### config.mk
export PLATFORM = sky130hd
export DESIGN_NAME = mpi_arbiter
export DESIGN_NICKNAME = d
export VERILOG_FILES = /design/src/rtl/mpi_arbiter.sv
export SDC_FILE = /design/constraint.sdc
export NUM_CORES = 1
export LEC_CHECK = 0
export ABC_AREA = 0
export BUFFER_PORTS_ARGS = -buffer_cell sky130_fd_sc_hd__buf_2
export CORE_MARGIN = 4
export CORE_UTILIZATION = 47
export DETAILED_ROUTE_END_ITERATION = 12
export GPL_TIMING_DRIVEN = 0
export PLACE_DENSITY = 0.89
export SYNTH_ARGS = -nofsm -noshare
export SYNTH_HDL_FRONTEND = slang
export SYNTH_SLANG_ARGS = --single-unit
### constraint.sdc
create_clock -name clk_100m -period 2.1 [get_ports clk_100m]
set_input_delay 0.315 -clock clk_100m [delete_from_list [all_inputs] [get_ports clk_100m]]
set_output_delay 0.315 -clock clk_100m [all_outputs]
set_load 0.05 [all_outputs]
### src/rtl/mpi_arbiter.sv
// mpi_arbiter: round-robin arbiter that lets two requesters share one
// microprocessor-interface (MPI) bus. Each transaction runs
// IDLE -> SETUP -> ACCESS -> DONE. ACCESS waits for an active-low ready,
// or gives up with an error after TIMEOUT_CYC cycles.
module mpi_arbiter #(
    parameter int unsigned TIMEOUT_CYC = 64
) (
    input  logic        clk_100m,
    input  logic        rst,

    input  logic        req0,
    input  logic        we0,
    input  logic [15:0] addr0,
    input  logic [31:0] wdata0,
    output logic        ack0,
    output logic [31:0] rdata0,
    output logic        err0,

    input  logic        req1,
    input  logic        we1,
    input  logic [15:0] addr1,
    input  logic [31:0] wdata1,
    output logic        ack1,
    output logic [31:0] rdata1,
    output logic        err1,

    output logic        busy,

    output logic        cpu_cs_n,
    output logic        cpu_rd_n,
    output logic        cpu_we_n,
    output logic [15:0] cpu_addr,
    output logic [31:0] cpu_data_o,
    output logic        cpu_data_oe,
    input  logic [31:0] cpu_data_i,
    input  logic        cpu_rdy_n
);

    // Value the wait counter holds in the final permitted ACCESS cycle.
    localparam logic [7:0] WaitLast = 8'(TIMEOUT_CYC - 1);

    typedef enum logic [1:0] {
        StIdle,
        StSetup,
        StAccess,
        StDone
    } state_e;

    state_e      state_q;
    logic        owner_q;       // 0 = requester 0, 1 = requester 1
    logic        last_grant_q;  // owner of the most recently finished transaction
    logic        we_q;          // latched direction of the current transaction
    logic [7:0]  wait_cnt_q;    // ACCESS cycles already spent, starting at 0

    logic        grant_id;
    logic        access_end;

    // Round-robin pick: on a tie the requester not served last wins.
    always_comb begin
        if (req0 && req1) begin
            grant_id = ~last_grant_q;
        end else begin
            grant_id = req1;
        end
    end

    // ACCESS finishes on ready; ready in the last counted cycle beats the timeout.
    assign access_end = !cpu_rdy_n || (wait_cnt_q == WaitLast);

    assign busy = (state_q != StIdle);

    // Transaction FSM with registered MPI strobes and requester responses.
    always_ff @(posedge clk_100m) begin
        if (rst) begin
            state_q      <= StIdle;
            owner_q      <= 1'b0;
            last_grant_q <= 1'b1;
            we_q         <= 1'b0;
            wait_cnt_q   <= 8'd0;
            ack0         <= 1'b0;
            ack1         <= 1'b0;
            err0         <= 1'b0;
            err1         <= 1'b0;
            rdata0       <= 32'd0;
            rdata1       <= 32'd0;
            cpu_cs_n     <= 1'b1;
            cpu_rd_n     <= 1'b1;
            cpu_we_n     <= 1'b1;
            cpu_addr     <= 16'd0;
            cpu_data_o   <= 32'd0;
            cpu_data_oe  <= 1'b0;
        end else begin
            // Acks are single-cycle strobes; only the ACCESS exit raises one.
            ack0 <= 1'b0;
            ack1 <= 1'b0;

            unique case (state_q)
                StIdle: begin
                    if (req0 || req1) begin
                        owner_q     <= grant_id;
                        we_q        <= grant_id ? we1 : we0;
                        cpu_addr    <= grant_id ? addr1 : addr0;
                        cpu_data_o  <= grant_id ? wdata1 : wdata0;
                        cpu_data_oe <= grant_id ? we1 : we0;
                        cpu_cs_n    <= 1'b0;
                        cpu_rd_n    <= 1'b1;
                        cpu_we_n    <= 1'b1;
                        state_q     <= StSetup;
                    end
                end

                StSetup: begin
                    cpu_rd_n   <= we_q;
                    cpu_we_n   <= ~we_q;
                    wait_cnt_q <= 8'd0;
                    state_q    <= StAccess;
                end

                StAccess: begin
                    if (access_end) begin
                        cpu_cs_n    <= 1'b1;
                        cpu_rd_n    <= 1'b1;
                        cpu_we_n    <= 1'b1;
                        cpu_data_oe <= 1'b0;
                        state_q     <= StDone;
                        // cpu_rdy_n still high here means the timeout fired.
                        if (owner_q) begin
                            ack1 <= 1'b1;
                            err1 <= cpu_rdy_n;
                            if (!cpu_rdy_n && !we_q) begin
                                rdata1 <= cpu_data_i;
                            end
                        end else begin
                            ack0 <= 1'b1;
                            err0 <= cpu_rdy_n;
                            if (!cpu_rdy_n && !we_q) begin
                                rdata0 <= cpu_data_i;
                            end
                        end
                    end else begin
                        wait_cnt_q <= wait_cnt_q + 8'd1;
                    end
                end

                StDone: begin
                    last_grant_q <= owner_q;
                    state_q      <= StIdle;
                end

                default: begin
                    state_q <= StIdle;
                end
            endcase
        end
    end

endmodule

# Yosys cells after proc, flatten, opt, wreduce, memory -nomap -nowiden
# Cells that the tools add are included.
dict set report word_totals {
  reg_bits 133
}
dict set report classes {
  addsub 1
  eq_ne 7
  muxes 20
  n_bitwise 5
  reduce_logical 21
}
# op n
set ops {}
lappend ops {{$mux 32} 1}
lappend ops {{$mux 16} 1}
lappend ops {{$pmux 8 s2} 1}
lappend ops {{$reduce_and 3->1} 4}
lappend ops {{$mux 1} 9}
lappend ops {{$add 8x1->8 const B} 1}
lappend ops {{$eq 8x6->1 const B} 1}
lappend ops {{$mux 8} 1}
lappend ops {{$pmux 2 s4} 1}
lappend ops {{$reduce_and 4->1} 2}
lappend ops {{$ne 2x2->1 const B} 3}
lappend ops {{$pmux 1 s3} 2}
lappend ops {{$reduce_and 2->1} 3}
lappend ops {{$reduce_bool 2->1} 3}
lappend ops {{$not 1->1} 5}
lappend ops {{$eq 2x2->1 const B} 2}
lappend ops {{$mux 2} 2}
lappend ops {{$pmux 1 s2} 2}
lappend ops {{$reduce_bool 3->1} 1}
lappend ops {{$reduce_or 3->1} 1}
lappend ops {{$eq 2x1->1 const B} 1}
lappend ops {{$logic_and 1x1->1} 2}
lappend ops {{$logic_not 1->1} 2}
lappend ops {{$logic_not 2->1} 1}
lappend ops {{$logic_or 1x1->1} 2}

# Logic depth before layout (Yosys ltp)
# Gate-level depths: netlist (run 1).
dict set report logic_depth {
  ltp_word 5
  ltp_mapped 8
  ltp_nobuf 6
}

# Worst setup path before layout (run 1)
# No wires, ideal clock.
dict set report synth_timing {
  path_kind {reg-to-reg}
  startpoint {register state_q[0]}
  endpoint {register cpu_addr[10]}
  setup_ps 86
  arrival_time_ps 1709
  required_ps 2014
  path_slack_ps 305
  path_stages_with_launch 8
  n_path_buf 2
  synth_period_minus_slack_ps 1795
  path_cell_list {dfxtp_1 > inv_1 > ha_1 > inv_1 > nor2_2 > buf_2 > buf_2 > a211oi_1}
}
dict set report synth_via {
  elab_chain_len 2
}
# element line
set synth_rtl {}
lappend synth_rtl {{start: declaration} 49} ;# state_e state_q;
lappend synth_rtl {{start signal: assignment} 75} ;# state_q <= StIdle;
lappend synth_rtl {{start signal: assignment} 108} ;# state_q <= StSetup;
lappend synth_rtl {{start signal: assignment} 116} ;# state_q <= StAccess;
lappend synth_rtl {{$logic_not 2->1} 97} ;# unique case (state_q)
lappend synth_rtl {{$reduce_and 2->1 (no source line)} n/a}
lappend synth_rtl {{end signal: assignment} 102} ;# cpu_addr <= grant_id ? addr1 : addr0;
lappend synth_rtl {{end: declaration} 32} ;# output logic [15:0] cpu_addr,
# No other way between the ends.
# A chain may end at the register's enable or synchronous reset.

# Worst setup path after layout (run 1)
dict set report layout_timing {
  startpoint {register state_q[0]}
  endpoint {output busy}
}
dict set report layout_via {
  elab_chain_len 1
}
# element line
set layout_rtl {}
lappend layout_rtl {{$reduce_bool 2->1} 70} ;# assign busy = (state_q != StIdle);
lappend layout_rtl {{end: declaration} 27} ;# output logic busy,
# No other way between the ends.

==> results of run 1 <==
-- worst paths after layout --
kind / depth (start not counted) / start / endpoint / slack (ps)
setup / recovery: 4 / state_q[0]$_SDFFE_PP0P_ / busy / 170
hold / removal: 3 / cpu_data_i[20] / rdata1[20]$_SDFFE_PP0P_ / 150
setup reg to reg: 7 / state_q[1]$_SDFFE_PP0P_ / cpu_addr[9]$_SDFFE_PP0P_ / 190
hold reg to reg: 2 / rdata0[16]$_SDFFE_PP0P_ / rdata0[16]$_SDFFE_PP0P_ / 450
-- layout make-up --
cell class                      count  area share, %
Antenna cell                        3          0.100
Buffer                             49           3.40
Clock buffer                       18           5.72
Clock inverter                     14           1.72
Inverter                            7          0.350
Multi-Input combinational cell    437           33.8
Sequential cell                   133           35.5
Tap cell                          143           2.39
Timing Repair Buffer              255           17.0
-- kinds of logic after synthesis --
logic type / count (synthesis) / synth area share [%]
simple gates: 231 / 17.6
flops: 133 / 48.8
compound gates: 142 / 16.4
mux: 57 / 10.5
fa+ha+maj: 7 / 1.61
buf+inv: 56 / 5.07
-- cells in the final DEF, fill, tap and decap left out, types with 4 or more instances in the layout --
cell,Yosys,routed
sky130_fd_sc_hd__clkinv_4,0,4
sky130_fd_sc_hd__o21ai_0,5,5
sky130_fd_sc_hd__a211oi_1,48,48
sky130_fd_sc_hd__mux2i_1,56,56
sky130_fd_sc_hd__ha_1,7,6
sky130_fd_sc_hd__nor2_1,57,57
sky130_fd_sc_hd__nand4_1,4,4
sky130_fd_sc_hd__nor3_1,6,6
sky130_fd_sc_hd__clkbuf_1,24,23
sky130_fd_sc_hd__clkbuf_16,0,17
sky130_fd_sc_hd__dfxtp_1,133,133
sky130_fd_sc_hd__nand3_1,6,6
sky130_fd_sc_hd__buf_2,17,271
sky130_fd_sc_hd__a21oi_1,73,73
sky130_fd_sc_hd__clkbuf_2,2,4
sky130_fd_sc_hd__inv_1,7,7
sky130_fd_sc_hd__nand2_1,140,140
-- metal layers --
layer	part of all wire, %	routed length, um	global-route usage (%)	vias up
met5	0	0	0	-
met4	3.6	614	11.5	0
met3	9.5	1620	8.25	41
met2	48	8250	42.5	244
met1	39	6600	27.8	2519
li1	-	-	-	2718
-- report_power, final --
group | switching, mW | leakage (nW) | internal, mW
logic | 2.73 | 2.05 | 0.978
clock network | 1.15 | 0.267 | 1.64
registers | 0.266 | 1.09 | 2.97
-- registers in the layout, indices dropped and copies added (netlist names) --
register      count
we_q              1
cpu_cs_n          1
ack1              1
rdata0           32
rdata1           32
cpu_addr         16
last_grant_q      1
cpu_data_o       32
cpu_we_n          1
err1              1
cpu_data_oe       1
owner_q           1
state_q           2
wait_cnt_q        8
err0              1
cpu_rd_n          1
ack0              1
-- metrics by stage --
step | cells | utilization (%) | area (um2) | worst slack [ps]
6_report | 1059 | 66.0 | 7500 | 173
5_1_grt | 1059 | 66.0 | 7500 | -2.91
4_1_cts | 1056 | 65.7 | 7470 | 35.5
3_5_place_dp | 1024 | 60.8 | 6910 | 51.8
3_3_place_gp | 1024 | 60.8 | 6910 | 48.0
2_1_floorplan | 626 | - | 5460 | 305
-- cells in the mapped netlist, types with 3 or more instances --
library cell and instances:
sky130_fd_sc_hd__nor2b_1 3, sky130_fd_sc_hd__nand4_1 4, sky130_fd_sc_hd__nor2_1 57, sky130_fd_sc_hd__a21oi_1 73
sky130_fd_sc_hd__nand2_1 140, sky130_fd_sc_hd__o211ai_1 3, sky130_fd_sc_hd__clkbuf_1 24, sky130_fd_sc_hd__o21ai_0 5
sky130_fd_sc_hd__buf_2 17, sky130_fd_sc_hd__buf_4 3, sky130_fd_sc_hd__inv_1 7, sky130_fd_sc_hd__a31oi_1 3
sky130_fd_sc_hd__dfxtp_1 133, sky130_fd_sc_hd__nand3_1 6, sky130_fd_sc_hd__ha_1 7, sky130_fd_sc_hd__mux2i_1 56
sky130_fd_sc_hd__and3_1 3, sky130_fd_sc_hd__a211oi_1 48, sky130_fd_sc_hd__nor3_1 6
-- worst max-delay path, stage by stage (launching register included) --
cell	delay [ps]
sky130_fd_sc_hd__dfxtp_1	410
sky130_fd_sc_hd__inv_1	110
sky130_fd_sc_hd__ha_1	270
sky130_fd_sc_hd__inv_1	130
sky130_fd_sc_hd__buf_2	280
-- repair_timing --
item / 4_1_cts / 5_1_grt
hold endpoints to repair: 0 / 0
setup endpoints to repair: 0 / 52
gates resized for setup: 0 / 9
hold buffers: 0 / 0
==> results list, run 1 <==
- Buffers inserted during clock tree synthesis total 17.
- Share of cells above drive strength 1: 35.5%
- Before antenna repair, the detailed router went through 5 iterations.
- The number of global-route vias before repair came to 5,319.
- In this run the biggest area consumer among cell types represents 48.8% of the synthesized area.
- In the finished design, the share of the clock period the worst path needs comes to 91.8%.
- Worst-Margin Slew: 635 ps
- CTS built an H-tree with a depth of 4.
* Aggregate negative setup slack: 0 ps
- Post-CTS clock slew at the launch and capture registers of the worst setup and hold paths: 60 ps
* Endpoint arrival time on the critical path: 1610 ps
- The congestion estimate from routability-driven global placement came to 0.856.
- In the final routed layout, each cell accounts on average for 16.1 um.
- Crit. End Element: output pin
- Total of flip-flops plus latches after synthesis: 133
* Static leakage: 3.41 nW
- Minimum clock period after layout: 1930 ps
- Clock tree from TritonCTS: done
* Total of buffers placed on input and output ports: 255
* Detailed-route vias per instance: 5.21
- Finish-stage setup viols: 0
* Number of rows in the core area: 39
* Share of synthesized registers carrying an async set or reset: 0%
- Width of the chip: 116 um
- Counting along the longest clock path gives a buffer depth of 2.
- Maximum number of pins on one net before global-route repair: 17
- Final worst hold slack: 150 ps
- Detailed placement ended at an HPWL of 13,200 um.
- After synthesis, flip-flops and latches occupy 48.8% of the total area.
- A synthesized cell averages 8.71 um2.
* Worst hold-check path type: input pin to flip-flop
- In the final layout, flip-flops and latches occupy 2660 um2.
- The critical path is of the flip-flop to output pin type.
* Number of pins with negative max-slew slack in the final report: 0
- The flow ran to the end, and the final reports show no timing, DRC or antenna violations.
- STA classifies the critical path startpoint as a flip-flop.
- Number of routed nets with antenna violations: 0
- By area the synthesized netlist is led by sky130_fd_sc_hd__dfxtp_1, sky130_fd_sc_hd__mux2i_1, sky130_fd_sc_hd__nand2_1.
* Net count after synthesis: 768
- The clock drives 133 sinks.
- Summing internal, switching and leakage power gives 9.72 mW.
* Initial cell density of the core: 48.0%
- For this run, design rule violations remaining after detail routing come to 0.
- Post-CTS setup buffer count: 0
- Fillers: 930
- Max-cap violation count: 0
* Final net count: 1,042
* Floorplan Core Area: 11,400 um2
- Required time at the endpoint of the critical path: 1780 ps
- Counting flops with a built-in enable in the synthesized netlist gives 0.
* Initial antenna violation count: 3
* Top-level port count: 256
* First-pass GRT wire length: 26,100 um
* Number of warnings issued by yosys: 0
- Worst relative slew slack: 57.6%
- After technology mapping, the gate count stands at 626.
- Most instantiated flip-flop cell in the synthesis netlist: sky130_fd_sc_hd__dfxtp_1
- Largest clock skew in the final design: 6.17 ps
- Endpoints failing hold: 0
* Global-route usage over all layers: 24.8%
* Number of distinct library cells after synthesis: 44
- CP Max Fanout: 5
* Root buffer cell: sky130_fd_sc_hd__clkbuf_16
- The die is 116 um tall.
* Highest attainable clock frequency: 519 MHz
* Area of the die: 13,400 um2
- From synthesis to final layout, the design area changed by 37.5%.
- For this block, the initial DRC count from the detailed router was 352.
- Summing all multi-input logic gate instances after layout gives 2530 um2.
* Total overflow reported by the global router: 0
- Power Dens Cells: 1300 nW/um2
* IR Drop Worst-Case VDD: 0.993 mV
- Total number of vias: 5,522
- The cell area that synthesis handed to floorplanning was 5460 um2.
- sky130_fd_sc_hd__dfxtp_1 takes more of the synthesized area than any other cell.
* Clock insertion delay at the later pin of the skew report: 410 ps
* Final WL: 17,100 um
Note: power is estimated with default switching activity, not from simulation.
==> run 2: changes to the inputs <==
- CORE_UTILIZATION: 47 -> 48
- CTS_BUF_LIST: default -> sky130_fd_sc_hd__clkbuf_4 sky130_fd_sc_hd__clkbuf_8
- PLACE_DENSITY: 0.89 -> 0.9
==> run 2 against run 1 <==
  * Sequential power is essentially flat
  * Global-route usage grew 0.74 points
  * Setup slack lost 1.2 ps
  * Combinational power is essentially flat
  * Clock-buffer cell count shrank 1
  * Design area shrank 2.3%
  * Clock power shrank 21%
  * First-iteration DRC count grew 17%
  * Fmax is essentially flat
  * Die area shrank 1.9%
  * Register-to-register slack lost 20 ps
  * Critical path depth is the same
  * Largest cell class unchanged
  * Highest routed layer unchanged
==> results list, run 2 (synthesis results as in run 1) <==
- Number of buffers inserted during clock tree synthesis: 17 (unchanged)
- The worst setup path is launched from a flip-flop.
- The combinational group share of total power came to 40.7% (+2.6 points).
- Global-route usage over all layers: 25.5% (+0.74 points)
- The post-layout net count came to 1,042 (unchanged).
- Setup repair after global routing left no endpoint under its margin.
* Number of pins with negative max-slew slack in the final report: 0 (unchanged)
- Longest individual stage delay on the worst path: 420 ps (about the same)
- The worst-case clock buffer depth came to 2 (unchanged).
* Initial cell density of the core: 49.7% (+1.7 points)
- Area added between synthesis and finish: 34.3%
- Minimum clock period after layout: 1930 ps (+1.25 ps)
- The final period utilization came to 91.8% (about the same).
- Chain of cells forming the critical path: inv_1, ha_1, inv_1, buf_2
- The worst relative slew slack came to 50.5% (-7.2 points).
- The routed length on met1 was 6630 um (+0.52%).
- Clock tree from TritonCTS: done
- The worst endpoint required time came to 1780 ps (about the same).
- Worst hold-check path type: input pin to flip-flop
* Placed wire-length estimate: 13,300 um (+0.89%)
- Length of the first detailed-routing pass in iterations: 5 (unchanged)
* Met2 routed wirelength: 8630 um (+4.5%)
- Tracing the worst setup path back leads to its startpoint at state_q[0]$_SDFFE_PP0P_.
- The setup path with the least slack is of type flip-flop to output pin.
- Global placement routability congestion: 0.918 (+7.2%)
- Fillers: 899 (-3.3%)
* IR Drop Worst-Case VDD: 0.904 mV (-9.0%)
- The clock slew seen by the registers of the worst setup and hold paths was 90 ps (+30 ps).
* Worst Min Path Start: cpu_data_i[20]
- Origin of the critical flop-to-flop path: state_q[0]$_SDFFE_PP0P_
- The ratio of cells with drive above 1 in the final layout was 35.6% (+0.11 points).
* Largest registers: cpu_data_o (32), rdata0 (32), rdata1 (32)
- Width of the chip: 115 um (-0.98%)
* Initial antenna violation count: 1 (-2)
- The actual transition at the worst max-transition pin is 743 ps (+108 ps).
* Most common cell on crit path: sky130_fd_sc_hd__inv_1
- The count of maximum capacitance violations is 0 (unchanged).
- Clock insertion delay at the later pin of the skew report: 420 ps (about the same)
* Number of global-route vias before repair: 5,408 (+1.7%)
* Power Dens Cells: 1250 nW/um2 (-3.8%)
- Final WL: 17,500 um (+2.3%)
* Post-CTS setup buffer count: 0 (unchanged)
- Pint: 5.02 mW (-10%)
- Number of levels the H-tree was split into: 4 (unchanged)
* Total of buffers placed on input and output ports: 255 (unchanged)
- The remaining design rule violation count is 0 (unchanged).
- Seq pwr share: 35.2% (+2.0 points)
* Finish-stage setup viols: 0 (unchanged)
- After detailed routing, no signal wire sits above met4.
- Crit. End Element: output pin
* Floorplan Core Area: 11,000 um2 (-3.4%)
- Endpoint arrival time on the critical path: 1610 ps (about the same)
- The flow ran to the end, and the final reports show no timing, DRC or antenna violations.
- Net switching share of the total power: 45.0% (+2.4 points)
- Number of rows in the core area: 38 (-2.6%)
* Met3 WL: 1650 um (+1.9%)
- The count of final hold-check violations came to 0 (unchanged).
- The largest net degree at the start of global routing is 17 (unchanged).
- Aggregate negative setup slack: 0 ps (unchanged)
* Drt wl/cell: 16.6 um (+2.8%)
- The global-route congestion overflow total came to 0 (unchanged).
* Most common cell after layout, fill and taps aside: sky130_fd_sc_hd__buf_2
- Number of routed nets with antenna violations: 0 (unchanged)
- The total die area came to 13,100 um2 (-1.9%).
- Top-level port count: 256 (unchanged)
* Die span in y: 115 um (-0.98%)
* Final Instance Count excl. Fillers: 1,054 (-0.47%)
- The total net switching power is 4.11 mW (-0.74%).
* DR iter-0 viols: 413 (+17%)
- Detailed-route vias per instance: 5.32 (+2.0%)
* Highest attainable clock frequency: 519 MHz (about the same)
* Largest clock skew in the final design: 19.6 ps (+13.4 ps)
- The number of cells after detailed placement was 1,021 (-0.29%).
* Crit path max-delay cell type: sky130_fd_sc_hd__dfxtp_1
- The global-route wire length before repair is 26,400 um (+1.2%).
* Root buffer cell: sky130_fd_sc_hd__clkbuf_8
* Static leakage: 3.35 nW (-1.8%)
- The library cells used most frequently in the layout, excluding fill and tap cells, are sky130_fd_sc_hd__buf_2, sky130_fd_sc_hd__nand2_1, sky130_fd_sc_hd__dfxtp_1.
- Total number of vias: 5,606 (+1.5%)
* # clock sinks: 133 (unchanged)
- Clock share of power: 24.0% (-4.6 points)
* CP Max Fanout: 5 (unchanged)
==> run 2: changes by cell type in the layout (fill, tap and decap cells not counted), moves of 2 or more <==
cell	previous run	this run
sky130_fd_sc_hd__inv_8	0	2
sky130_fd_sc_hd__clkbuf_1	23	21
sky130_fd_sc_hd__clkbuf_8	0	17
sky130_fd_sc_hd__clkbuf_16	17	0
sky130_fd_sc_hd__diode_2	3	1
==> run 2: final timing paths <==
check | to | slack (ps) | cells after the start
max reg2reg | rdata1[8]$_SDFFE_PP0P_ | 170 | 7
min | rdata1[20]$_SDFFE_PP0P_ | 130 | 3
min reg2reg | rdata0[11]$_SDFFE_PP0P_ | 450 | 2
max | busy | 170 | 4
==> run 2: final cells by class <==
type / count / area (um2) / area share [%]
buffer: 49 / 256 / 3.50
antenna: 1 / 2.50 / 0.0341
clock buffer: 17 / 234 / 3.19
tap: 140 / 175 / 2.39
multi-input combinational: 437 / 2530 / 34.5
timing repair buffer: 255 / 1280 / 17.4
sequential: 133 / 2660 / 36.3
clock inverter: 15 / 169 / 2.30
inverter: 7 / 26.3 / 0.359
==> run 2: metal layers <==
layer / up-vias / global-route usage [%]
li1: 2706 / -
met1: 2567 / 28.6
met2: 293 / 44.4
met3: 40 / 7.61
met4: 0 / 11.3
met5: - / 0
==> run 2: what timing repair did <==
action | 4_1_cts | 5_1_grt
setup endpoints to repair | 0 | 41
resized for setup | 0 | 9
hold buffers | 0 | 0
==> run 2: per-stage QoR <==
stage	area [um2]	hold slack [ps]	setup slack [ps]	power (mW)	util, %
3_3_place_gp	6910	439	36.1	6.88	62.9
6_report	7330	134	172	9.14	66.7
2_1_floorplan	5460	440	305	5.96	-
5_1_grt	7330	115	9.91	9.56	66.7
4_1_cts	7310	105	7.25	9.15	66.6
3_5_place_dp	6910	444	27.1	6.95	62.9
==> run 2: worst max-delay path, delay by kind of cell, from the launching register on <==
family | cells | cell delay (ps)
buf+inv | 3 | 520
flops | 1 | 420
fa+ha+maj | 1 | 270
==> run 2: power by group through the flow <==
stage | Combinational (mW) | Clock (mW) | Sequential, mW
after floorplan | 1.35 | 0 | 4.60
after global placement | 3.63 | 0 | 3.25
after detailed placement | 3.69 | 0 | 3.26
after CTS | 3.70 | 2.23 | 3.21
after global routing | 3.98 | 2.31 | 3.27
final | 3.72 | 2.20 | 3.22
